<file path="config.mk">
export PLATFORM = sky130hd
export DESIGN_NAME = hdr_fifo_rr_arbiter
export DESIGN_NICKNAME = d
export VERILOG_FILES = /design/src/rtl/hdr_fifo_rr_arbiter_pkg.sv /design/src/rtl/hdr_fifo_rr_arbiter_rr_priority_pick.sv /design/src/rtl/hdr_fifo_rr_arbiter.sv
export SDC_FILE = /design/constraint.sdc
export NUM_CORES = 1
export LEC_CHECK = 0
export ABC_AREA = 0
export ABC_CLOCK_PERIOD_IN_PS = 4000
export BUFFER_PORTS_ARGS = -buffer_cell sky130_fd_sc_hd__buf_4
export CAP_MARGIN = 10
export CORE_AREA = 2 2 232 234
export DETAILED_ROUTE_END_ITERATION = 16
export DIE_AREA = 0 0 234 236
export HOLD_SLACK_MARGIN = 0.15
export MAX_ROUTING_LAYER = met4
export PLACE_DENSITY_LB_ADDON = 0.1
export SLEW_MARGIN = 10
export SYNTH_ARGS = -nofsm -noshare
export SYNTH_HDL_FRONTEND = slang
export SYNTH_SLANG_ARGS = --single-unit
</file>
<file path="constraint.sdc">
create_clock -name clk -period 4 [get_ports clk]
set_input_delay 0.4 -clock clk [delete_from_list [all_inputs] [get_ports clk]]
set_output_delay 0.4 -clock clk [all_outputs]
set_load 0.005 [all_outputs]
</file>
<file path="src/rtl/hdr_fifo_rr_arbiter_pkg.sv">
// Shared types and helpers for the header FIFO round-robin arbiter.
package hdr_arb_pkg;

    typedef enum logic [1:0] {
        IDLE  = 2'd0,
        ISSUE = 2'd1,
        WAIT  = 2'd2,
        HOLD  = 2'd3
    } arb_state_t;

    localparam int unsigned HDR_W_DEF = 108;
    localparam int unsigned MAX_CHAN  = 16;

    // First set request at or after ptr, wrapping modulo n_chan.
    // Scans from farthest to nearest so the closest hit is the last one assigned.
    function automatic int unsigned rr_next(input int unsigned ptr,
                                            input logic [MAX_CHAN-1:0] req,
                                            input int unsigned n_chan);
        int unsigned idx;
        rr_next = ptr;
        for (int unsigned k = MAX_CHAN; k > 0; k--) begin
            if (k <= n_chan) begin
                idx = ptr + k - 1;
                if (idx >= n_chan) idx = idx - n_chan;
                if (req[idx[3:0]]) rr_next = idx;
            end
        end
    endfunction

endpackage

</file>
<file path="src/rtl/hdr_fifo_rr_arbiter_rr_priority_pick.sv">
// Combinational round-robin picker: first requesting channel at or after ptr.
module rr_priority_pick
    import hdr_arb_pkg::*;
#(
    parameter  int unsigned N_CHAN = 4,
    localparam int unsigned CH_W   = $clog2(N_CHAN)
) (
    input  logic [N_CHAN-1:0] req,
    input  logic [CH_W-1:0]   ptr,
    output logic [CH_W-1:0]   grant_idx,
    output logic              grant_any
);

    logic [MAX_CHAN-1:0] req_ext;

    always_comb begin
        req_ext               = '0;
        req_ext[N_CHAN-1:0]   = req;
        grant_idx             = CH_W'(rr_next(32'(ptr), req_ext, N_CHAN));
        grant_any             = |req;
    end

endmodule

</file>
<file path="src/rtl/hdr_fifo_rr_arbiter.sv">
// Round-robin drain of per-channel header FIFOs into one tagged valid/ready
// header stream, one fixed-latency read per grant.
module hdr_fifo_rr_arbiter
    import hdr_arb_pkg::*;
#(
    parameter  int unsigned N_CHAN = 4,
    parameter  int unsigned HDR_W  = HDR_W_DEF,
    parameter  int unsigned RD_LAT = 2,
    localparam int unsigned CH_W   = $clog2(N_CHAN)
) (
    input  logic                     clk,
    input  logic                     rst_n,
    input  logic                     enable,
    input  logic [N_CHAN-1:0]        fifo_empty,
    input  logic [N_CHAN*HDR_W-1:0]  fifo_dout,
    output logic [N_CHAN-1:0]        fifo_rd_en,
    output logic                     out_valid,
    input  logic                     out_ready,
    output logic [HDR_W-1:0]         out_hdr,
    output logic [CH_W-1:0]          out_chan,
    output logic                     busy,
    output logic [31:0]              hdr_count
);

    arb_state_t        state, state_next;
    logic [CH_W-1:0]   rr_ptr;
    logic [CH_W-1:0]   grant;
    logic [2:0]        lat_cnt;

    logic [CH_W-1:0]   pick_idx;
    logic              pick_any;
    logic [N_CHAN-1:0] pick_onehot;
    logic [HDR_W-1:0]  sel_hdr;

    logic              do_grant;
    logic              do_capture;
    logic              do_accept;

    rr_priority_pick #(
        .N_CHAN (N_CHAN)
    ) u_pick (
        .req       (~fifo_empty),
        .ptr       (rr_ptr),
        .grant_idx (pick_idx),
        .grant_any (pick_any)
    );

    always_comb begin
        pick_onehot           = '0;
        pick_onehot[pick_idx] = 1'b1;
    end

    always_comb begin
        sel_hdr = '0;
        for (int unsigned i = 0; i < N_CHAN; i++) begin
            if (grant == CH_W'(i)) sel_hdr = fifo_dout[i*HDR_W +: HDR_W];
        end
    end

    always_ff @(posedge clk or negedge rst_n) begin
        if (!rst_n) state <= IDLE;
        else        state <= state_next;
    end

    always_comb begin
        state_next = state;
        do_grant   = 1'b0;
        do_capture = 1'b0;
        do_accept  = 1'b0;
        case (state)
            IDLE: begin
                if (enable && pick_any) begin
                    do_grant   = 1'b1;
                    state_next = ISSUE;
                end
            end
            ISSUE: state_next = WAIT;
            WAIT: begin
                if (lat_cnt == '0) begin
                    do_capture = 1'b1;
                    state_next = HOLD;
                end
            end
            HOLD: begin
                if (out_valid && out_ready) begin
                    do_accept  = 1'b1;
                    state_next = IDLE;
                end
            end
            default: state_next = IDLE;
        endcase
    end

    assign busy = (state != IDLE);

    always_ff @(posedge clk or negedge rst_n) begin
        if (!rst_n) begin
            fifo_rd_en <= '0;
            grant      <= '0;
            rr_ptr     <= '0;
            lat_cnt    <= '0;
            out_valid  <= 1'b0;
            out_hdr    <= '0;
            out_chan   <= '0;
            hdr_count  <= '0;
        end else begin
            // Strobe is registered so it is high exactly while in ISSUE.
            fifo_rd_en <= do_grant ? pick_onehot : '0;
            if (do_grant) grant <= pick_idx;

            if (state == ISSUE)                      lat_cnt <= 3'(RD_LAT - 1);
            else if (state == WAIT && lat_cnt != '0) lat_cnt <= lat_cnt - 3'd1;

            if (do_capture) begin
                out_hdr   <= sel_hdr;
                out_chan  <= grant;
                out_valid <= 1'b1;
            end

            if (do_accept) begin
                out_valid <= 1'b0;
                hdr_count <= hdr_count + 32'd1;
                rr_ptr    <= (grant == CH_W'(N_CHAN - 1)) ? '0 : grant + 1'b1;
            end
        end
    end

endmodule

</file>
After elaboration in Yosys (flattened, before gate mapping)
Cells that the tools add are included.

Add/subtract/negate cells: 15. $lt $le $gt $ge: 10. Eq/ne operators: 9. Multiplexer cells: 38. Bitwise operators: 1. Reductions and logical operators: 13.

Operators by type and width (count): 108-bit 2-to-1 mux (4); 32-bit by 3-bit >= comparator with 1-bit output (second input constant) (4); 32-bit by 1-bit adder with 32-bit output (second input constant) (1); 4-bit by 5-bit < comparator with 1-bit output (second input constant) (4); 4-bit 2-to-1 mux (5); 1-bit binary-select mux with 4-bit select (4); 2-bit 2-to-1 mux (8); 4-bit by 3-bit subtractor with 4-bit output (second input constant) (4); 1-bit 2-to-1 mux (13); 3-bit by 1-bit subtractor with 4-bit output (second input constant) (3); 2-bit equality test (second input constant) (4); 2-bit case mux with 4 select lines (1); 2-bit by 2-bit adder with 3-bit output (second input constant) (2); 3-bit 2-to-1 mux (2); 2-bit inequality test (second input constant) (3); 2-bit nonzero test (3); 4-bit by 1-bit subtractor with 5-bit output (second input constant) (1); 2-bit by 3-bit adder with 4-bit output (second input constant) (1); 2-bit by 1-bit equality test with 1-bit output (second input constant) (2); 1-bit logical AND (4); 2-bit logical NOT (2); 4-bit inverter (1); 4-bit OR reduction (1); 2-bit by 1-bit adder with 3-bit output (second input constant) (1); other kinds (8) (8).

Bits in registers: 156. Input bits: 440. Word-level logic and storage cells: 95.

Longest topological paths before layout
Gate-level depths: netlist of run 1.

Depth in word-level cells: 15. Mapped depth: 11.

By module
Synthesis of run 1 repeated with hierarchy kept, for this count alone.

Cells, all modules: 1107. Area total of the unflattened synthesis: 9494.1 sq um.

Modules (own cells, without submodules): hdr_fifo_rr_arbiter (instances 1, cells an instance 1064, area an instance 9166.3 sq um, seq. area each 3903.7 sq um); rr_priority_pick (instances 1, cells an instance 43, area an instance 327.8 sq um, seq. area each 0.0 sq um).

Worst setup path after synthesis of run 1
OpenSTA, ideal clock, no wires.

Kind: register -> register. Start: reg rr_ptr[1]. End: reg fifo_rd_en[2]. Arrival time: 1.977 ns. Setup slack: 1.935 ns. Stages on the path, launching flop included: 9. Path buffers: 1. Period minus slack after synthesis: 2.065 ns. Cell sequence: dfrtp_1 > clkbuf_1 > inv_1 > ha_1 > a222oi_1 > a211oi_1 > nor3b_2 > xnor2_1 > nor3b_1.

Cells in the longest elaborated chain, start to end: 15. Elaborated cells between the ends (all ways): 38. Those cells by class: 12 x add/sub; 6 x order compare; 19 x mux; 1 x reduce/logical.

RTL lines: from (decl) (line hdr_fifo_rr_arbiter.sv:26) `logic [CH_W-1:0] rr_ptr;`; from (signal assigned) (line hdr_fifo_rr_arbiter.sv:123) `rr_ptr <= (grant == CH_W'(N_CHAN - 1)) ? '0 : grant + 1'b1;`; 2-bit by 3-bit adder with 4-bit output (line hdr_fifo_rr_arbiter_pkg.sv:23) `idx = ptr + k - 1;`; 4-bit by 1-bit subtractor with 5-bit output (line hdr_fifo_rr_arbiter_pkg.sv:23); 32-bit by 3-bit >= comparator with 1-bit output / 4-bit by 3-bit subtractor with 4-bit output (equally long branches) (line hdr_fifo_rr_arbiter_pkg.sv:24) `if (idx >= n_chan) idx = idx - n_chan;`; 4-bit 2-to-1 mux (line hdr_fifo_rr_arbiter_pkg.sv:24); 1-bit binary-select mux with 4-bit select (line hdr_fifo_rr_arbiter_pkg.sv:25) `if (req[idx[3:0]]) rr_next = idx;`; 1-bit 2-to-1 mux (not written as such) (line hdr_fifo_rr_arbiter_pkg.sv:25); 2-bit 2-to-1 mux (3 in series) (line hdr_fifo_rr_arbiter_pkg.sv:25); 2-bit 2-to-1 mux (*) (line hdr_fifo_rr_arbiter_pkg.sv:25); 2-bit by 3-bit < comparator with 1-bit output (not written as such) / 2-bit by 1-bit >= comparator with 1-bit output (equally long branches) (line hdr_fifo_rr_arbiter.sv:50) `pick_onehot[pick_idx] = 1'b1;`; 1-bit logical AND (not written as such) (line hdr_fifo_rr_arbiter.sv:50); 1-bit 2-to-1 mux (not written as such) (line hdr_fifo_rr_arbiter.sv:50); 1-bit demux with 2-bit select (*) (line hdr_fifo_rr_arbiter.sv:50); 4-bit 2-to-1 mux (*) (line hdr_fifo_rr_arbiter.sv:108) `fifo_rd_en <= do_grant ? pick_onehot : '0;`; to (signal assigned) (line hdr_fifo_rr_arbiter.sv:108); to (decl) (line hdr_fifo_rr_arbiter.sv:16) `output logic [N_CHAN-1:0] fifo_rd_en,`.

Mark *: on every way between the ends. The rest lies on a longest branch, timed or not. The select of a mux whose other input is x is not followed. A chain may end at the register's enable or synchronous reset.

Worst setup path in the final report of run 1
Start: reg grant[0]. End: reg out_hdr[47].

Cells in the longest elaborated chain, start to end: 5. Elaborated cells between the ends (all ways): 8. Those cells by class: 3 x eq/ne; 4 x mux; 1 x reduce/logical.

RTL lines: from (decl) (line hdr_fifo_rr_arbiter.sv:27) `logic [CH_W-1:0] grant;`; from (signal assigned) (line hdr_fifo_rr_arbiter.sv:109) `if (do_grant) grant <= pick_idx;`; 2-bit logical NOT (line hdr_fifo_rr_arbiter.sv:56) `if (grant == CH_W'(i)) sel_hdr = fifo_dout[i*HDR_W +: HDR_W];`; 108-bit 2-to-1 mux (3 in series) (line hdr_fifo_rr_arbiter.sv:56); 108-bit 2-to-1 mux (*) (line hdr_fifo_rr_arbiter.sv:56); to (signal assigned) (line hdr_fifo_rr_arbiter.sv:115) `out_hdr <= sel_hdr;`; to (decl) (line hdr_fifo_rr_arbiter.sv:19) `output logic [HDR_W-1:0] out_hdr,`.

Mark *: on every way between the ends. The rest lies on a longest branch, timed or not.

==> flow_summary.yaml, run 1 <==
placement:
  placed_area_sq_mm: 0.0148
  gp_congestion: 0.869
  dpl.cell_count: 2497
  port_buffers: 587
  dp_hpwl_um: 36500
power:
  switching_power_w: 0.00452
  p_total_w: 0.0101
  p_seq_share_pct: 25.4
  p_int_w: 0.00558
  switching_share_pct: 44.7
  p_comb_share_pct: 57.5
  p_leak_nw: 6.78
  peakVddDrop_mv: 0.436
  power_frac_clock_pct: 17.1
  powerDensity_mw_per_mm2: 653
logic_synthesis:
  synth_area_sq_mm: 0.00975
  syn_avg_cell_area_sq_um: 7.43
  synth_cell_types: 42
  synth_area_leaders: "dfrtp_1, a21oi_1, nor2_1"
  async_flop_share_pct: 100
  yosys.area.top_type: "dfrtp_1"
  syn-instance-count: 1312
  synth-edff-count: 0
  syn_nets: 1766
  yosysSeqAreaShare_pct: 40.0
  yosys.area.top_type_share_pct: 40.0
  ys_warn_count: 0
  synth-seq-cells: 156
  ys.flop_type: "dfrtp_1"
route:
  viasPerCell: 4.38
  drc: 0
  first_iter_violations: 397
  drt-total-wl_um: 47900
  wl_per_cell_um: 18.9
  ant_nets: 0
  first_pass_iters: 5
  num_vias: 11105
finish:
  nets: 2275
  regArea_sq_mm: 0.00390
  layoutNonFillerInstCount: 2533
  area_growth_pct: 58.6
  nFillCells: 5816
  drive_gt1_share_pct: 35.3
  stdcell_area_sq_mm: 0.0155
  multi_input_area_sq_mm: 0.00540
clock_network:
  cts_inserted_buffers: 17
  cts_htree_levels: 4
  post_cts_buffers: 0
  cts_root_buf: "clkbuf_16"
  clkSinkCount: 156
  clk_path_buf_depth: 2
  clkTransAtPathRegs_ns: 0.08
  clock_latency_ns: 0.48
  cts_tree: "built"
floorplanning:
  dieHeight_um: 236
  fp.dieW_um: 234
  core_area_sq_mm: 0.0531
  rows: 85
  initial_core_util_pct: 18.4
  ios: 588
  die-area_sq_mm: 0.0552
sta:
  slew_headroom_pct: 35.4
  setup_tns_ns: 0
  clock_skew_ns: 0.0107
  setup_viol: 0
  rsz0062_at_grt: "no"
  max_freq_ghz: 0.363
  min_period_over_period_pct: 68.9
  tightest_slew_ns: 0.969
  final_max_slew_viol_count: 0
  finalHoldViolCount: 0
  finalCriticalPeriod_ns: 2.76
grt:
  track_usage_pct: 17.4
  grt.overflow.total: 0
  grt_pass1_vias: 10533
  grt_first_pass_wirelength_um: 68100
  antenna_found_initial: 3
  grt_max_degree: 157
critical_path:
  crit_path_max_incr_delay_ns: 0.72
  cp_common_cell: "a21oi_1"
  startpoint_type: "register"
  path_class: "register to register"
  cp_data_required_time_ns: 4.41
  path_cells: "inv_1 > ha_4 > buf_12 > nand3b_1 > a21oi_1 > a21oi_1 > nor2_1 > a21oi_1 > a21oi_1"
  path_delay_family: "adder cells"
  worst-endpoint-arrival_ns: 3.17
  worst_path_max_delay_cell: "ha_4"
  endpoint_kind: "register"
  cp_max_fo: 57
  cp_num_buf_inv: 2
status:
  status: "finished, final reports clean"
run:
  drv_cap: 0
hold_path:
  min_path_type: "primary input to register"
## power by group through the flow
stage | logic, W | clock network, W | registers, W
after floorplan | 0.00334 | 0 | 0.00257
after global placement | 0.00594 | 0 | 0.00258
after detailed placement | 0.00595 | 0 | 0.00260
after CTS | 0.00597 | 0.00184 | 0.00257
after global routing | 0.00649 | 0.00189 | 0.00266
final | 0.00581 | 0.00173 | 0.00256
## timing repair
| action | in CTS | in global routing |
|---|---|---|
| endpoints found under the hold margin | 95 | 0 |
| hold buffers | 1 | 0 |
| resized for setup | 0 | 0 |
## cells in the final DEF, fill, tap and decap left out, drive strengths merged, types with 2 or more instances in the layout
master,count
buf,600
a21oi,435
nor2,234
dfrtp,156
nand2,132
nand3b,108
inv,29
xnor2,27
clkbuf,17
ha,14
nand3,13
nand4,9
o21ai,6
xor2,6
mux2,5
a211oi,5
nor3,4
diode,3
mux2i,3
and3,3
and4,3
nor3b,3
and2,2
clkinv,2
## kinds of logic (layout without fill, tap and decap cells)
family	after synthesis	count (layout)	share of synthesized area, %
other	0	3	0
AND/OR/NAND/NOR	517	517	25.2
multiplexers	9	9	1.16
flip-flops	156	156	40.0
buffers and inverters	129	651	5.11
XOR/XNOR	33	33	2.96
AO/OA/AOI/OAI	454	454	23.7
adder cells (fa/ha/maj)	14	14	1.80
## path summary, 6_finish.rpt
check	start	end	slack, ns	depth (start not counted)
setup / recovery	grant[0]	out_hdr[47]	1.24	9
hold / removal	fifo_dout[402]	out_hdr[78]	0.21	3
setup reg to reg	grant[0]	out_hdr[47]	1.24	9
hold reg to reg	hdr_count[31]	hdr_count[31]	0.47	1
max in group asynchronous	rst_n	out_hdr[27]	2.66	3
min in group asynchronous	rst_n	out_hdr[81]	0.60	3
## metal layers
layer	up-vias	wire length, um	global-route usage, %
met5	-	0	-
met4	0	1060	5.96
met3	46	3360	5.08
met2	336	24200	29.2
met1	5180	19200	19.5
li1	5543	-	-
## cells in the mapped netlist, types with 2 or more instances
master / count
a21oi_1: 435
nor2_1: 234
dfrtp_1: 156
nand2_1: 132
nand3b_1: 108
clkbuf_1: 85
xnor2_1: 27
buf_1: 22
inv_1: 18
ha_1: 14
nand3_1: 13
nand4_1: 9
o21ai_0: 6
xor2_1: 6
a211oi_1: 5
mux2_2: 5
nor3_1: 4
and3_1: 3
and4_1: 3
mux2i_1: 3
buf_2: 2
nor3b_2: 2
## through the flow
step | worst slack, ns | hold WS [ns] | utilization [%]
6_report | 1.24 | 0.211 | 29.1
5_1_grt | 0.992 | 0.175 | 29.1
4_1_cts | 1.15 | 0.152 | 29.1
3_5_place_dp | 1.19 | 0.465 | 28.0
3_3_place_gp | 1.25 | 0.469 | 28.0
2_1_floorplan | 1.94 | 0.104 | -
## tightest hold or removal path, cell delays in order
cell and delay [ns]:
buf_4 0.08, a21oi_1 0.05, a21oi_1 0.12
## sequential cells by signal, indices dropped and copies added (netlist names)
register / cells
fifo_rd_en: 4
grant: 2
hdr_count: 32
lat_cnt: 3
out_chan: 2
out_hdr: 108
out_valid: 1
rr_ptr: 2
state: 2
## area by class of cell
class,count,share of cell area [%]
Clock inverter,15,1.09
Timing Repair Buffer,601,29.9
Tap cell,696,5.63
Inverter,18,0.437
Multi-Input combinational cell,1027,34.9
Antenna cell,3,0.0486
Clock buffer,17,2.75
Sequential cell,156,25.2
Power figures use the tool's default switching activity.
==> run 2: changes to the inputs <==
- ABC_AREA: 0 -> 1
- ABC_CLOCK_PERIOD_IN_PS: 4000 -> 2300
- CORE_AREA: 2 2 232 234 -> 2 2 231 233
- DIE_AREA: 0 0 234 236 -> 0 0 233 235
- clock period: 4 -> 2.3 ns (I/O delays scaled with it)
==> run 2 against run 1 <==
Combinational power down 66%; critical path depth down 2; sequential share of layout area down 4.7 points; synthesized cell count down 0.84%; via count up 20%; critical endpoint is now out_hdr[50]; highest routed layer unchanged.
==> flow_summary.yaml, run 2 <==
sta:
  finalHoldViolCount: 0
  rsz0062_at_grt: "no"
  max_freq_ghz: 0.488
  final_max_slew_viol_count: 0
  slew_headroom_pct: 48.8
  min_period_over_period_pct: 89.1
  tightest_slew_ns: 0.768
  setup_viol: 0
  clock_skew_ns: 0.0114
  setup_tns_ns: 0
  finalCriticalPeriod_ns: 2.05
  timing.final.ws_setup_ns: 0.250
logic_synthesis:
  yosysMostFrequentCell: "a21oi_1"
  synth_cell_types: 31
  synth_area_leaders: "dfrtp_1, a21oi_1, nand3_1"
  ys.flop_type: "dfrtp_1"
  yosysSeqAreaShare_pct: 40.4
  syn_avg_cell_area_sq_um: 7.42
  yosys.area.top_type_share_pct: 40.4
  synth_area_sq_mm: 0.00965
  synth-seq-cells: 156
  yosys.area.top_type: "dfrtp_1"
  async_flop_share_pct: 100
  synth-edff-count: 0
  syn_nets: 1755
  synth_common_cells: "a21oi_1, nand2_1, nand3_1"
  ys_warn_count: 0
  syn-instance-count: 1301
clock_network:
  cts_inserted_buffers: 17
  cts_root_buf: "clkbuf_16"
  clock_latency_ns: 0.49
  clkSinkCount: 156
  post_cts_resized: 0
  clk_path_buf_depth: 2
  clkTransAtPathRegs_ns: 0.07
  cts_htree_levels: 4
  cts_tree: "built"
  post_cts_buffers: 0
finish:
  drive_gt1_share_pct: 30.6
  layoutNonFillerInstCount: 2882
  nets: 2626
  largest_reg_flops: 108
  regMostFlops: "out_hdr"
  reg_top3: "out_hdr (108), hdr_count (32), fifo_rd_en (4)"
  stdcell_area_sq_mm: 0.0190
  area_growth_pct: 97.2
  mostFrequentLayoutCell: "buf_4"
  mostFrequentLayoutCells: "buf_4, dlygate4sd3_1, a21oi_1, nand2_1, nand3_1"
route:
  highest_layer: "met4"
  num_vias: 13283
  first_pass_iters: 5
  wl_per_cell_um: 21.3
  ant_nets: 0
  wl_met3_um: 4160
  viasPerCell: 4.61
  drt-total-wl_um: 61500
  wl_met1_um: 24900
  drc: 0
  first_iter_violations: 788
  routed-wl-met2_um: 29700
placement:
  pre_cts_slack_ns: 0.249
  gp_congestion: 0.882
  dpl.cell_count: 2497
  port_buffers: 587
  placed_area_sq_mm: 0.0150
  dp_hpwl_um: 43400
power:
  p_total_w: 0.00783
  powerDensity_mw_per_mm2: 412
  p_leak_nw: 9.23
  peakVddDrop_mv: 0.535
floorplanning:
  ios: 588
  core_area_sq_mm: 0.0522
  initial_core_util_pct: 18.5
  rows: 84
  dieHeight_um: 235
  fp.dieW_um: 233
  die-area_sq_mm: 0.0548
critical_path:
  path_delay_family: "buffers and inverters"
  worst_path_max_delay_cell: "buf_4"
  worst-endpoint-arrival_ns: 2.46
  crit_path_max_incr_delay_ns: 0.59
  path_class: "register to register"
  cp_data_required_time_ns: 2.71
  cp_num_buf_inv: 2
  endpoint_kind: "register"
  cp_common_cell: "a21oi_1"
  startpoint_type: "register"
  path_cells: "inv_1 > ha_2 > buf_4 > a21oi_1 > nand2_1 > o211ai_1 > a21oi_1"
  cp_max_fo: 43
run:
  drv_cap: 0
grt:
  grt_first_pass_wirelength_um: 90000
  grt.overflow.total: 0
  grt_max_degree: 109
  grt_pass1_vias: 14055
  antenna_found_initial: 10
  track_usage_pct: 22.8
status:
  status: "finished, final reports clean"
hold_path:
  min_path_type: "primary input to register"
run 2: cell types whose count changed after synthesis, moves of 14 or more:
cell / before / now
nand3b_1: 108 / 0
nand3_1: 13 / 187
buf_2: 2 / 19
nand2_1: 132 / 192
xor2_1: 6 / 20
o211ai_1: 0 / 100
o21ai_0: 6 / 26
a21oi_1: 435 / 264
inv_1: 18 / 43
nor2_1: 234 / 138
xnor2_1: 27 / 9
run 2: final timing paths:
check                               startpoint            end  slack, ns  cells after the start
worst max-delay path                  grant[0]    out_hdr[50]       0.25                      7
max in group asynchronous                rst_n    out_hdr[72]       1.31                      3
min in group asynchronous                rst_n  hdr_count[27]       0.23                      2
worst min register to register     out_chan[1]    out_chan[1]       0.50                      2
worst min-delay path            fifo_dout[206]    out_hdr[98]       0.19                      5
worst max register to register        grant[0]    out_hdr[50]       0.25                      7
run 2: logic make-up after synthesis:
kind of cell / share of synthesized area (%)
and+or+nand+nor: 25.8
buffers and inverters: 6.27
AOI/OAI and AO/OA: 23.0
DFF: 40.4
xor gates and xnor gates: 2.63
adders and majority gates: 1.81
run 2: power breakdown:
group	switching [W]	leakage [nW]	internal (W)	total (W)
clock network	0.00130	0.290	0.00178	0.00308
logic	0.000885	6.82	0.00112	0.00200
registers	0.00000379	2.12	0.00274	0.00275
total	0.00219	9.23	0.00564	0.00783
run 2: area by class of cell:
class	count	area (sq um)
Multi-Input combinational cell	991	5190
Tap cell	688	861
Inverter	48	191
Clock inverter	7	113
Fill cell	5413	33200
Timing Repair Buffer	958	8270
Sequential cell	156	3900
Clock buffer	24	482
Antenna cell	10	25.0
run 2: routing by layer:
metal  GRT usage (%)  vias up
li1                -     6278
met1            26.1     6344
met4            10.8        0
met2            37.0      546
met3            5.87      115
met5               -        -
run 2: per-stage QoR:
stage / hold WS (ns) / util, %
floorplan: -0.0656 / -
global placement: 0.211 / 28.7
detailed placement: 0.212 / 28.7
CTS: 0.150 / 36.4
global route: 0.184 / 36.4
finish: 0.194 / 36.4
run 2: tightest hold or removal path: stages:
cell and delay, ns:
buf_4 0.08, a21oi_1 0.05, nand2_1 0.05, o211ai_1 0.08, a21oi_1 0.14
run 2: what timing repair did:
item | 4_1_cts | 5_1_grt
hold buffers | 344 | 0
hold endpoints to repair | 194 | 0
endpoints found under the setup margin | 0 | 0
